<file path="src/rtl/bus_arbiter_if.sv">
// Shared bus between the arbiter and its agents: per-agent bids and payloads
// going in, grant and the muxed owner payload coming out.
interface bus_arbiter_if #(
    parameter int unsigned NUM_REQ = 4,
    parameter int unsigned DW      = 32
);
    localparam int unsigned OW = (NUM_REQ > 1) ? $clog2(NUM_REQ) : 1;

    logic [2*NUM_REQ-1:0]  req_i;
    logic [2*NUM_REQ-1:0]  len_i;
    logic [3*NUM_REQ-1:0]  cmd_i;
    logic [DW*NUM_REQ-1:0] addrdata_i;

    logic [NUM_REQ-1:0]    gnt_o;
    logic [OW-1:0]         owner_o;
    logic                  busy_o;
    logic                  phase_o;
    logic [2:0]            cmd_o;
    logic [1:0]            lenout_o;
    logic [DW-1:0]         addrdata_o;

    // Agent side: drives bids and payloads, observes grant and the shared bus.
    modport master (
        output req_i, len_i, cmd_i, addrdata_i,
        input  gnt_o, owner_o, busy_o, phase_o, cmd_o, lenout_o, addrdata_o
    );

    // Arbiter side.
    modport slave (
        input  req_i, len_i, cmd_i, addrdata_i,
        output gnt_o, owner_o, busy_o, phase_o, cmd_o, lenout_o, addrdata_o
    );
endinterface

</file>
<file path="src/rtl/bus_arbiter.sv">
// Priority arbiter with round-robin tie-break for a shared addr/data/cmd bus.
// Each grant is a fixed tenure: one address cycle followed by len+1 data beats.
// A new winner can be taken on the last data beat, giving zero-bubble tenures.
module bus_arbiter #(
    parameter int unsigned NUM_REQ = 4,
    parameter int unsigned DW      = 32
) (
    input logic          clk,
    input logic          reset,
    bus_arbiter_if.slave bus
);
    localparam int unsigned IW = (NUM_REQ > 1) ? $clog2(NUM_REQ) : 1;

    if (NUM_REQ < 2 || NUM_REQ > 8) begin : g_bad_num_req
        $fatal(1, "bus_arbiter: NUM_REQ must be in 2..8");
    end

    typedef enum logic [1:0] {
        StIdle,
        StAddr,
        StData
    } state_e;

    state_e             state_q;
    logic [NUM_REQ-1:0] gnt_q;
    logic [IW-1:0]      owner_q;
    logic [IW-1:0]      rr_ptr_q;
    logic [1:0]         len_q;
    logic [1:0]         beat_cnt_q;

    logic [1:0]         max_lvl;
    logic               any_req;
    logic               found;
    int unsigned        cand;
    logic [IW-1:0]      win_idx;
    logic [1:0]         win_len;
    logic               last_beat;
    logic               grant_now;
    logic [NUM_REQ-1:0] win_onehot;

    logic [2:0]         cmd_mux;
    logic [1:0]         len_mux;
    logic [DW-1:0]      ad_mux;

    // Winner: highest bid level, ties broken by scanning upward from rr_ptr+1.
    always_comb begin
        max_lvl = 2'b00;
        for (int i = 0; i < int'(NUM_REQ); i++) begin
            if (bus.req_i[2*i +: 2] > max_lvl) begin
                max_lvl = bus.req_i[2*i +: 2];
            end
        end
        any_req = (max_lvl != 2'b00);

        found   = 1'b0;
        cand    = 0;
        win_idx = '0;
        for (int k = 1; k <= int'(NUM_REQ); k++) begin
            cand = int'(rr_ptr_q) + k;
            if (cand >= NUM_REQ) begin
                cand = cand - NUM_REQ;
            end
            if (!found && bus.req_i[2*cand +: 2] == max_lvl) begin
                found   = 1'b1;
                win_idx = IW'(cand);
            end
        end
        win_len = bus.len_i[2*win_idx +: 2];

        for (int i = 0; i < int'(NUM_REQ); i++) begin
            win_onehot[i] = (win_idx == IW'(i));
        end
    end

    // Arbitration is only open while idle or on the closing data beat.
    always_comb begin
        last_beat = (state_q == StData) && (beat_cnt_q == len_q);
        grant_now = any_req && ((state_q == StIdle) || last_beat);
    end

    // Tenure FSM; grant, owner and latched length are all registered here.
    always_ff @(posedge clk) begin
        if (reset) begin
            state_q    <= StIdle;
            gnt_q      <= '0;
            owner_q    <= '0;
            rr_ptr_q   <= IW'(NUM_REQ - 1);
            len_q      <= '0;
            beat_cnt_q <= '0;
        end else if (grant_now) begin
            state_q    <= StAddr;
            gnt_q      <= win_onehot;
            owner_q    <= win_idx;
            rr_ptr_q   <= win_idx;
            len_q      <= win_len;
            beat_cnt_q <= '0;
        end else begin
            case (state_q)
                StIdle: begin
                    gnt_q   <= '0;
                    owner_q <= '0;
                end
                StAddr: begin
                    state_q    <= StData;
                    beat_cnt_q <= '0;
                end
                StData: begin
                    if (last_beat) begin
                        state_q    <= StIdle;
                        gnt_q      <= '0;
                        owner_q    <= '0;
                        len_q      <= '0;
                        beat_cnt_q <= '0;
                    end else begin
                        beat_cnt_q <= beat_cnt_q + 2'd1;
                    end
                end
                default: begin
                    state_q    <= StIdle;
                    gnt_q      <= '0;
                    owner_q    <= '0;
                    len_q      <= '0;
                    beat_cnt_q <= '0;
                end
            endcase
        end
    end

    // Owner payload mux; stays all-zero whenever nobody holds the grant.
    always_comb begin
        cmd_mux = '0;
        len_mux = '0;
        ad_mux  = '0;
        for (int i = 0; i < int'(NUM_REQ); i++) begin
            if (gnt_q[i]) begin
                cmd_mux = bus.cmd_i[3*i +: 3];
                ad_mux  = bus.addrdata_i[DW*i +: DW];
                len_mux = len_q;
            end
        end
    end

    assign bus.gnt_o      = gnt_q;
    assign bus.owner_o    = owner_q;
    assign bus.busy_o     = (state_q != StIdle);
    assign bus.phase_o    = (state_q == StData);
    assign bus.cmd_o      = cmd_mux;
    assign bus.lenout_o   = len_mux;
    assign bus.addrdata_o = ad_mux;

    // Grant is never multi-hot, and never asserted while idle.
    a_gnt_onehot0: assert property (@(posedge clk) disable iff (reset) $onehot0(gnt_q));
    a_idle_no_gnt: assert property (@(posedge clk) disable iff (reset)
                                    (state_q == StIdle) |-> (gnt_q == '0));
endmodule

</file>
<file path="src/flat_wrapper.sv">
// flat-port wrapper written by rule: the top's interface ports become plain ports
module bus_arbiter_flat 
#(
    parameter int unsigned NUM_REQ = 4,
    parameter int unsigned DW      = 32
)
  (clk, reset, bus_req_i, bus_len_i, bus_cmd_i, bus_addrdata_i, bus_gnt_o, bus_owner_o, bus_busy_o, bus_phase_o, bus_cmd_o, bus_lenout_o, bus_addrdata_o);
  bus_arbiter_if #(.NUM_REQ(NUM_REQ), .DW(DW)) bus_i ();
  input logic clk;
  input logic reset;
  input wire logic [$bits(bus_i.req_i)-1:0] bus_req_i;
  input wire logic [$bits(bus_i.len_i)-1:0] bus_len_i;
  input wire logic [$bits(bus_i.cmd_i)-1:0] bus_cmd_i;
  input wire logic [$bits(bus_i.addrdata_i)-1:0] bus_addrdata_i;
  output wire logic [$bits(bus_i.gnt_o)-1:0] bus_gnt_o;
  output wire logic [$bits(bus_i.owner_o)-1:0] bus_owner_o;
  output wire logic [$bits(bus_i.busy_o)-1:0] bus_busy_o;
  output wire logic [$bits(bus_i.phase_o)-1:0] bus_phase_o;
  output wire logic [$bits(bus_i.cmd_o)-1:0] bus_cmd_o;
  output wire logic [$bits(bus_i.lenout_o)-1:0] bus_lenout_o;
  output wire logic [$bits(bus_i.addrdata_o)-1:0] bus_addrdata_o;
  assign bus_i.req_i = bus_req_i;
  assign bus_i.len_i = bus_len_i;
  assign bus_i.cmd_i = bus_cmd_i;
  assign bus_i.addrdata_i = bus_addrdata_i;
  assign bus_gnt_o = bus_i.gnt_o;
  assign bus_owner_o = bus_i.owner_o;
  assign bus_busy_o = bus_i.busy_o;
  assign bus_phase_o = bus_i.phase_o;
  assign bus_cmd_o = bus_i.cmd_o;
  assign bus_lenout_o = bus_i.lenout_o;
  assign bus_addrdata_o = bus_i.addrdata_o;
  bus_arbiter #(.NUM_REQ(NUM_REQ), .DW(DW)) u_core (.clk(clk), .reset(reset), .bus(bus_i));
endmodule
</file>
<file path="config.mk">
export PLATFORM = sky130hd
export DESIGN_NAME = bus_arbiter_flat
export DESIGN_NICKNAME = d
export VERILOG_FILES = /design/src/rtl/bus_arbiter_if.sv /design/src/rtl/bus_arbiter.sv /design/src/flat_wrapper.sv
export SDC_FILE = /design/constraint.sdc
export NUM_CORES = 1
export LEC_CHECK = 0
export CORE_ASPECT_RATIO = 2
export CORE_MARGIN = 4
export CORE_UTILIZATION = 31
export CTS_CLUSTER_DIAMETER = 40
export DETAILED_ROUTE_END_ITERATION = 10
export PLACE_DENSITY = 0.86
export SLEW_MARGIN = 20
export SYNTH_ARGS = -nofsm -noshare
export SYNTH_HDL_FRONTEND = slang
export SYNTH_SLANG_ARGS = --single-unit
</file>
<file path="constraint.sdc">
create_clock -name clk -period 5.7 [get_ports clk]
set_input_delay 1.14 -clock clk [delete_from_list [all_inputs] [get_ports clk]]
set_output_delay 1.14 -clock clk [all_outputs]
set_load 0.02 [all_outputs]
</file>
==> results.yml, run 1 <==
outcome:
  outcome: "complete, no violations"
clock_network:
  cts_root_buffer: "clkbuf_16"
  tritoncts: "yes"
  holdBufCountCts: 0
  cts.sinks: 14
  max-clock-path-buffers: 2
  cts_buffers: 3
  clk-insertion-delay-late_ns: 0.25
  clk_pin_slew_ns: 0.05
  cts_htree_levels: 1
layout:
  n_antenna_cell: 0
  drive_above_1_share: 0.140
  area_delta_synth_final_pct: 97.9
  multiInputGateArea_sq_um: 2360
  fin_area_sq_um: 5220
  utilization: 0.629
  finalNetCount: 796
  fill_cells: 742
  register_area_sq_um: 285
logic_synthesis:
  ys_warn_count: 0
  syn_avg_cell_area_sq_um: 6.38
  synth-seq-area-share: 0.106
  synthesis.area_sq_um: 2640
  syn-num-nets: 585
  synthTopCellsByArea: "dfxtp_1, a22oi_1, o21ai_0"
  synth-main-ff-cell: "dfxtp_1"
  yosysTopAreaCell: "dfxtp_1"
  synth_common_cells: "nand2_1, o21ai_0, nor2_1"
  synth_top_area_frac: 0.106
  postSynthCellCount: 413
  synth-edff-count: 0
  ys_types: 58
  synth_most_common_cell: "nand2_1"
  synth_seq_cells: 14
  synthArstFlopShare: 0
detailed_routing:
  wire_per_inst_microns: 19.6
  via_per_inst: 5.63
  wl_mm: 14.1
  route.vias.total: 4061
  first_pass_iters: 5
  route.detailed.drc: 0
  drt_first_iter_violations: 194
  drtAntennaViolNets: 0
timing:
  finalCritPeriodShare: 0.971
  drv_slew: 0
  hold_viol: 0
  tightestPinTransition_ns: 1.04
  setup_viol: 0
  relSlewSlack: 0.300
  finalSetupTns_ns: 0
  max_clock_freq_mhz: 181
  rsz0062_at_grt: "no"
  skew_ns: 0.00632
  post-route-min-period_ns: 5.53
setup_path:
  critPathCaptureType: "flop"
  worst_path_largest_cell_delay_ns: 0.56
  cp.required_ns: 5.84
  crit_type: "primary input to flop"
  crit_arrival_ns: 5.67
  crit_chain: "dlymetal6s2s_1, inv_2, ha_4, or4b_4, nand3_2, ha_2, nor2b_4, o211a_4, a21oi_4, ha_4, inv_2, a2111oi_2, or4_4, o21ai_1, or3b_1, o31a_1, nand2b_4, a21o_1, a21o_1, a311o_1"
  cp-start-kind: "primary input"
  critPathMaxFanout: 5
  worst_path_max_delay_cell: "or4_4"
global_routing:
  grt_pass1_vias: 4160
  grt_start_max_net_pins: 74
  overflow: 0
  grt_pass1_wl_mm: 21.1
  track_usage: 0.264
  antenna_found_initial: 0
place:
  placed_cell_area_sq_um: 4900
  io_buffer_count: 202
  gp_congestion: 0.982
  dp_hpwl_mm: 11.3
power:
  cellPowerDensity_nw_per_um2: 464
  p_leak_uw: 0.00204
  ir_worst_vdd_mv: 0.467
  finalPower_uw: 2420
die:
  start_util: 0.318
  die_h_microns: 138
  io_pins: 203
  die-area_sq_um: 10100
  num_rows: 47
  core-area_sq_um: 8290
  die_x_microns: 73.2
min_path:
  hold_path_class: "flop to flop"
flow_run:
  drv_cap: 0
-- final timing paths --
path	endpoint	depth (start not counted)	from	slack, ns
worst min register to register	u_core.bus.owner_o[1]	2	u_core.bus.owner_o[1]	0.45
worst max register to register	u_core.len_q[1]	12	u_core.rr_ptr_q[1]	1.79
worst max-delay path	u_core.len_q[1]	20	bus_req_i[2]	0.17
worst min-delay path	u_core.bus.owner_o[1]	2	u_core.bus.owner_o[1]	0.45
-- cells by family (layout without fill, tap and decap cells) --
group           Yosys count  in the layout  share of synthesized area
xor+xnor                  6              6                     0.0199
buf+inv                  47            257                     0.0684
mux                      15             15                     0.0788
compound gates          158            158                      0.373
simple gates            159            159                      0.287
flops                    14             14                      0.106
fa+ha+maj                14             14                     0.0665
-- critical path, delay by kind of cell --
family | cells | cell delay, ns
AO/OA/AOI/OAI | 8 | 1.66
adder cells (fa/ha/maj) | 3 | 0.75
buffers and inverters | 3 | 0.24
AND/OR/NAND/NOR | 6 | 1.88
-- sequential cells by signal, indices dropped and copies added, names as in the netlist --
name	cells
u_core.bus.owner_o	2
u_core.rr_ptr_q	2
u_core.state_q	2
u_core.beat_cnt_q	2
u_core.len_q	2
u_core.bus.gnt_o	4
-- final cells by class --
type / count / share of cell area
Clock buffer: 4 / 0.0170
Inverter: 15 / 0.0108
Sequential cell: 14 / 0.0547
Multi-Input combinational cell: 352 / 0.453
Timing Repair Buffer: 238 / 0.441
Tap cell: 98 / 0.0235
-- layout by cell type (no fill, tap or decap), types with 5 or more instances in the layout --
master / synthesis / routed
a22oi_1: 36 / 36
nor2b_1: 8 / 6
ha_1: 14 / 9
clkdlybuf4s50_1: 0 / 198
inv_1: 15 / 11
nand3_1: 11 / 10
mux2i_1: 5 / 5
nand2_1: 60 / 60
nor3_1: 8 / 7
a21oi_1: 42 / 41
o21ai_0: 50 / 48
dfxtp_1: 14 / 12
buf_4: 1 / 35
nor2_1: 45 / 45
-- per-layer routing --
| metal | share of wire | wire [microns] | GRT usage | vias to the layer above |
|---|---|---|---|---|
| met5 | 0 | 0 | 0 | - |
| met4 | 0.044 | 621 | 0.109 | 0 |
| met3 | 0.13 | 1860 | 0.0959 | 48 |
| met2 | 0.49 | 6950 | 0.462 | 272 |
| met1 | 0.33 | 4710 | 0.274 | 1815 |
| li1 | - | - | - | 1926 |
-- through the flow --
stage / hold WS (ns) / cells / setup slack (ns)
2_1_floorplan: 0.467 / 413 / 0.0400
3_3_place_gp: 0.438 / 712 / -0.489
3_5_place_dp: 0.447 / 712 / -0.667
4_1_cts: 0.455 / 719 / 0.00111
5_1_grt: 0.471 / 721 / 0.0331
6_report: 0.453 / 721 / 0.168
-- power breakdown --
group | internal [uW] | switching, uW | leakage [uW]
logic | 965 | 1070 | 0.00188
clock network | 106 | 43.4 | 0.0000442
registers | 133 | 101 | 0.000116
total | 1200 | 1210 | 0.00204
-- timing repair --
action | 4_1_cts | 5_1_grt
endpoints found under the setup margin | 10 | 8
buffers inserted | 3 | 2
resized for setup | 23 | 17
pin swaps | 6 | 10
Note: power is estimated with default switching activity, not from simulation.
==> inputs of run 2 (changes only) <==
--- a/config.mk
+++ b/config.mk
@@ -5,6 +5,7 @@
 export SDC_FILE = /design/constraint.sdc
 export NUM_CORES = 1
 export LEC_CHECK = 0
+export CAP_MARGIN = 40
 export CORE_ASPECT_RATIO = 2
 export CORE_MARGIN = 4
 export CORE_UTILIZATION = 31
==> run 2 against run 1 <==
Compared with the run above: combinational power grew 2%; via count is 2.1% lower; non-clock buffer count up 1; register-to-register slack improved by 0.03 ns; cell count rose by 0.14%; flip-flop and latch count is the same; critical endpoint unchanged; largest power group unchanged.
==> results.yml, run 2 (synthesis results as in run 1) <==
outcome:
  outcome: "complete, no violations"
timing:
  drv_slew: 0
  finalSetupTns_ns: 0
  setup_viol: 0
  skew_ns: 0.00519
  relSlewSlack: 0.524
  post-route-min-period_ns: 5.54
  hold_viol: 0
  finalCritPeriodShare: 0.972
  hold_ws_ns: 0.451
  tightestPinTransition_ns: 0.714
  max_clock_freq_mhz: 180
global_routing:
  grt_start_max_net_pins: 50
  antenna_found_initial: 0
  grt_pass1_vias: 4103
  grt_pass1_wl_mm: 21.1
  overflow: 0
  track_usage: 0.266
die:
  core-area_sq_um: 8290
  start_util: 0.318
  io_pins: 203
  num_rows: 47
  die_h_microns: 138
  die-area_sq_um: 10100
  die_x_microns: 73.2
clock_network:
  clk-insertion-delay-late_ns: 0.25
  cts_htree_levels: 1
  cts_root_buffer: "clkbuf_16"
  cts_buffers: 3
  cts.sinks: 14
  max-clock-path-buffers: 2
  tritoncts: "yes"
  holdBufCountCts: 0
  clk_pin_slew_ns: 0.05
layout:
  largest_reg_flops: 4
  utilization: 0.628
  area_delta_synth_final_pct: 97.8
  finalNetCount: 797
  drive_above_1_share: 0.139
  n_antenna_cell: 0
  layout_commonest_cell: "clkdlybuf4s50_1"
  final_cell_mix: "clkdlybuf4s50_1, nand2_1, o21ai_0"
setup_path:
  crit_type: "primary input to flop"
  crit_arrival_ns: 5.67
  r2r-start: "u_core.rr_ptr_q[1]"
  cp.required_ns: 5.83
  critPathMaxFanout: 5
  critPathCaptureType: "flop"
  r2r_setup_slack_ns: 1.82
  crit_start: "bus_req_i[3]"
  cp-start-kind: "primary input"
flow_run:
  drv_cap: 0
detailed_routing:
  wire_per_inst_microns: 19.8
  wl_mm: 14.3
  first_pass_iters: 5
  via_per_inst: 5.50
  drt_first_iter_violations: 204
  route.vias.total: 3974
  drtAntennaViolNets: 0
  route.detailed.drc: 0
power:
  clkPwrFrac: 0.061
  cellPowerDensity_nw_per_um2: 466
  p_int_uw: 1210
  power_switching_uw: 1220
  p_comb_frac: 0.858
  p_leak_uw: 0.00204
  p_seq_frac: 0.082
  ir_worst_vdd_mv: 0.312
  finalPower_uw: 2430
  p_sw_frac: 0.501
place:
  dp_hpwl_mm: 11.5
  io_buffer_count: 202
  gp_congestion: 0.982
min_path:
  worstHoldStart: "u_core.bus.owner_o[1]"
  hold_path_class: "flop to flop"
[run 2: layout make-up]
type | count | area, sq um
sequential | 14 | 283
inverter | 15 | 56.3
fill | 734 | 3080
clock buffer | 4 | 88.8
multi-input combinational | 352 | 2350
timing repair buffer | 239 | 2310
tap | 98 | 123
[run 2: repair_timing]
item | CTS | global route
setup endpoints to repair | 10 | 7
endpoints found under the hold margin | 0 | 0
pin swaps | 10 | 9
setup buffers | 2 | 2
resized for setup | 26 | 12
[run 2: worst max-delay path, cell delays in order]
cell and delay, ns:
dlymetal6s2s_1 0.14, buf_4 0.15, ha_2 0.19, buf_4 0.15, o311ai_4 0.30, nand3_2 0.10
ha_2 0.33, nor2b_4 0.18, o211a_4 0.19, a21oi_4 0.07, ha_4 0.28, inv_1 0.05
a2111oi_2 0.29, or4_4 0.25, buf_4 0.12, nor3_1 0.04, a311o_1 0.37, nor2_4 0.13
or4b_4 0.49, and3_4 0.17, a21o_1 0.16, a311o_1 0.34
[run 2: path summary, 6_finish.rpt]
kind | to | cells past startpoint
setup / recovery | u_core.len_q[1] | 22
hold / removal | u_core.bus.owner_o[1] | 2
setup reg to reg | u_core.len_q[1] | 12
hold reg to reg | u_core.bus.owner_o[1] | 2
[run 2: power groups by stage]
stage / combinational (uW) / clock, uW / sequential (uW)
detailed placement: 2000 / 0 / 197
CTS: 2050 / 149 / 195
global route: 2240 / 154 / 203
global placement: 1890 / 0 / 226
floorplan: 1130 / 0 / 170
finish: 2080 / 148 / 198
[run 2: through the flow]
step           area, sq um  cells  setup slack, ns
2_1_floorplan         2650    413           0.0400
3_3_place_gp          4900    712           -0.489
3_5_place_dp          4940    714           -0.688
4_1_cts               5170    720          0.00641
5_1_grt               5210    722         -0.00584
6_report              5210    722            0.157
[run 2: routing by layer]
metal / track usage / part of all wire / up-vias
met3: 0.0894 / 0.12 / 36
met4: 0.104 / 0.031 / 0
met1: 0.271 / 0.33 / 1785
met5: 0 / 0 / -
met2: 0.476 / 0.51 / 235
li1: - / - / 1918
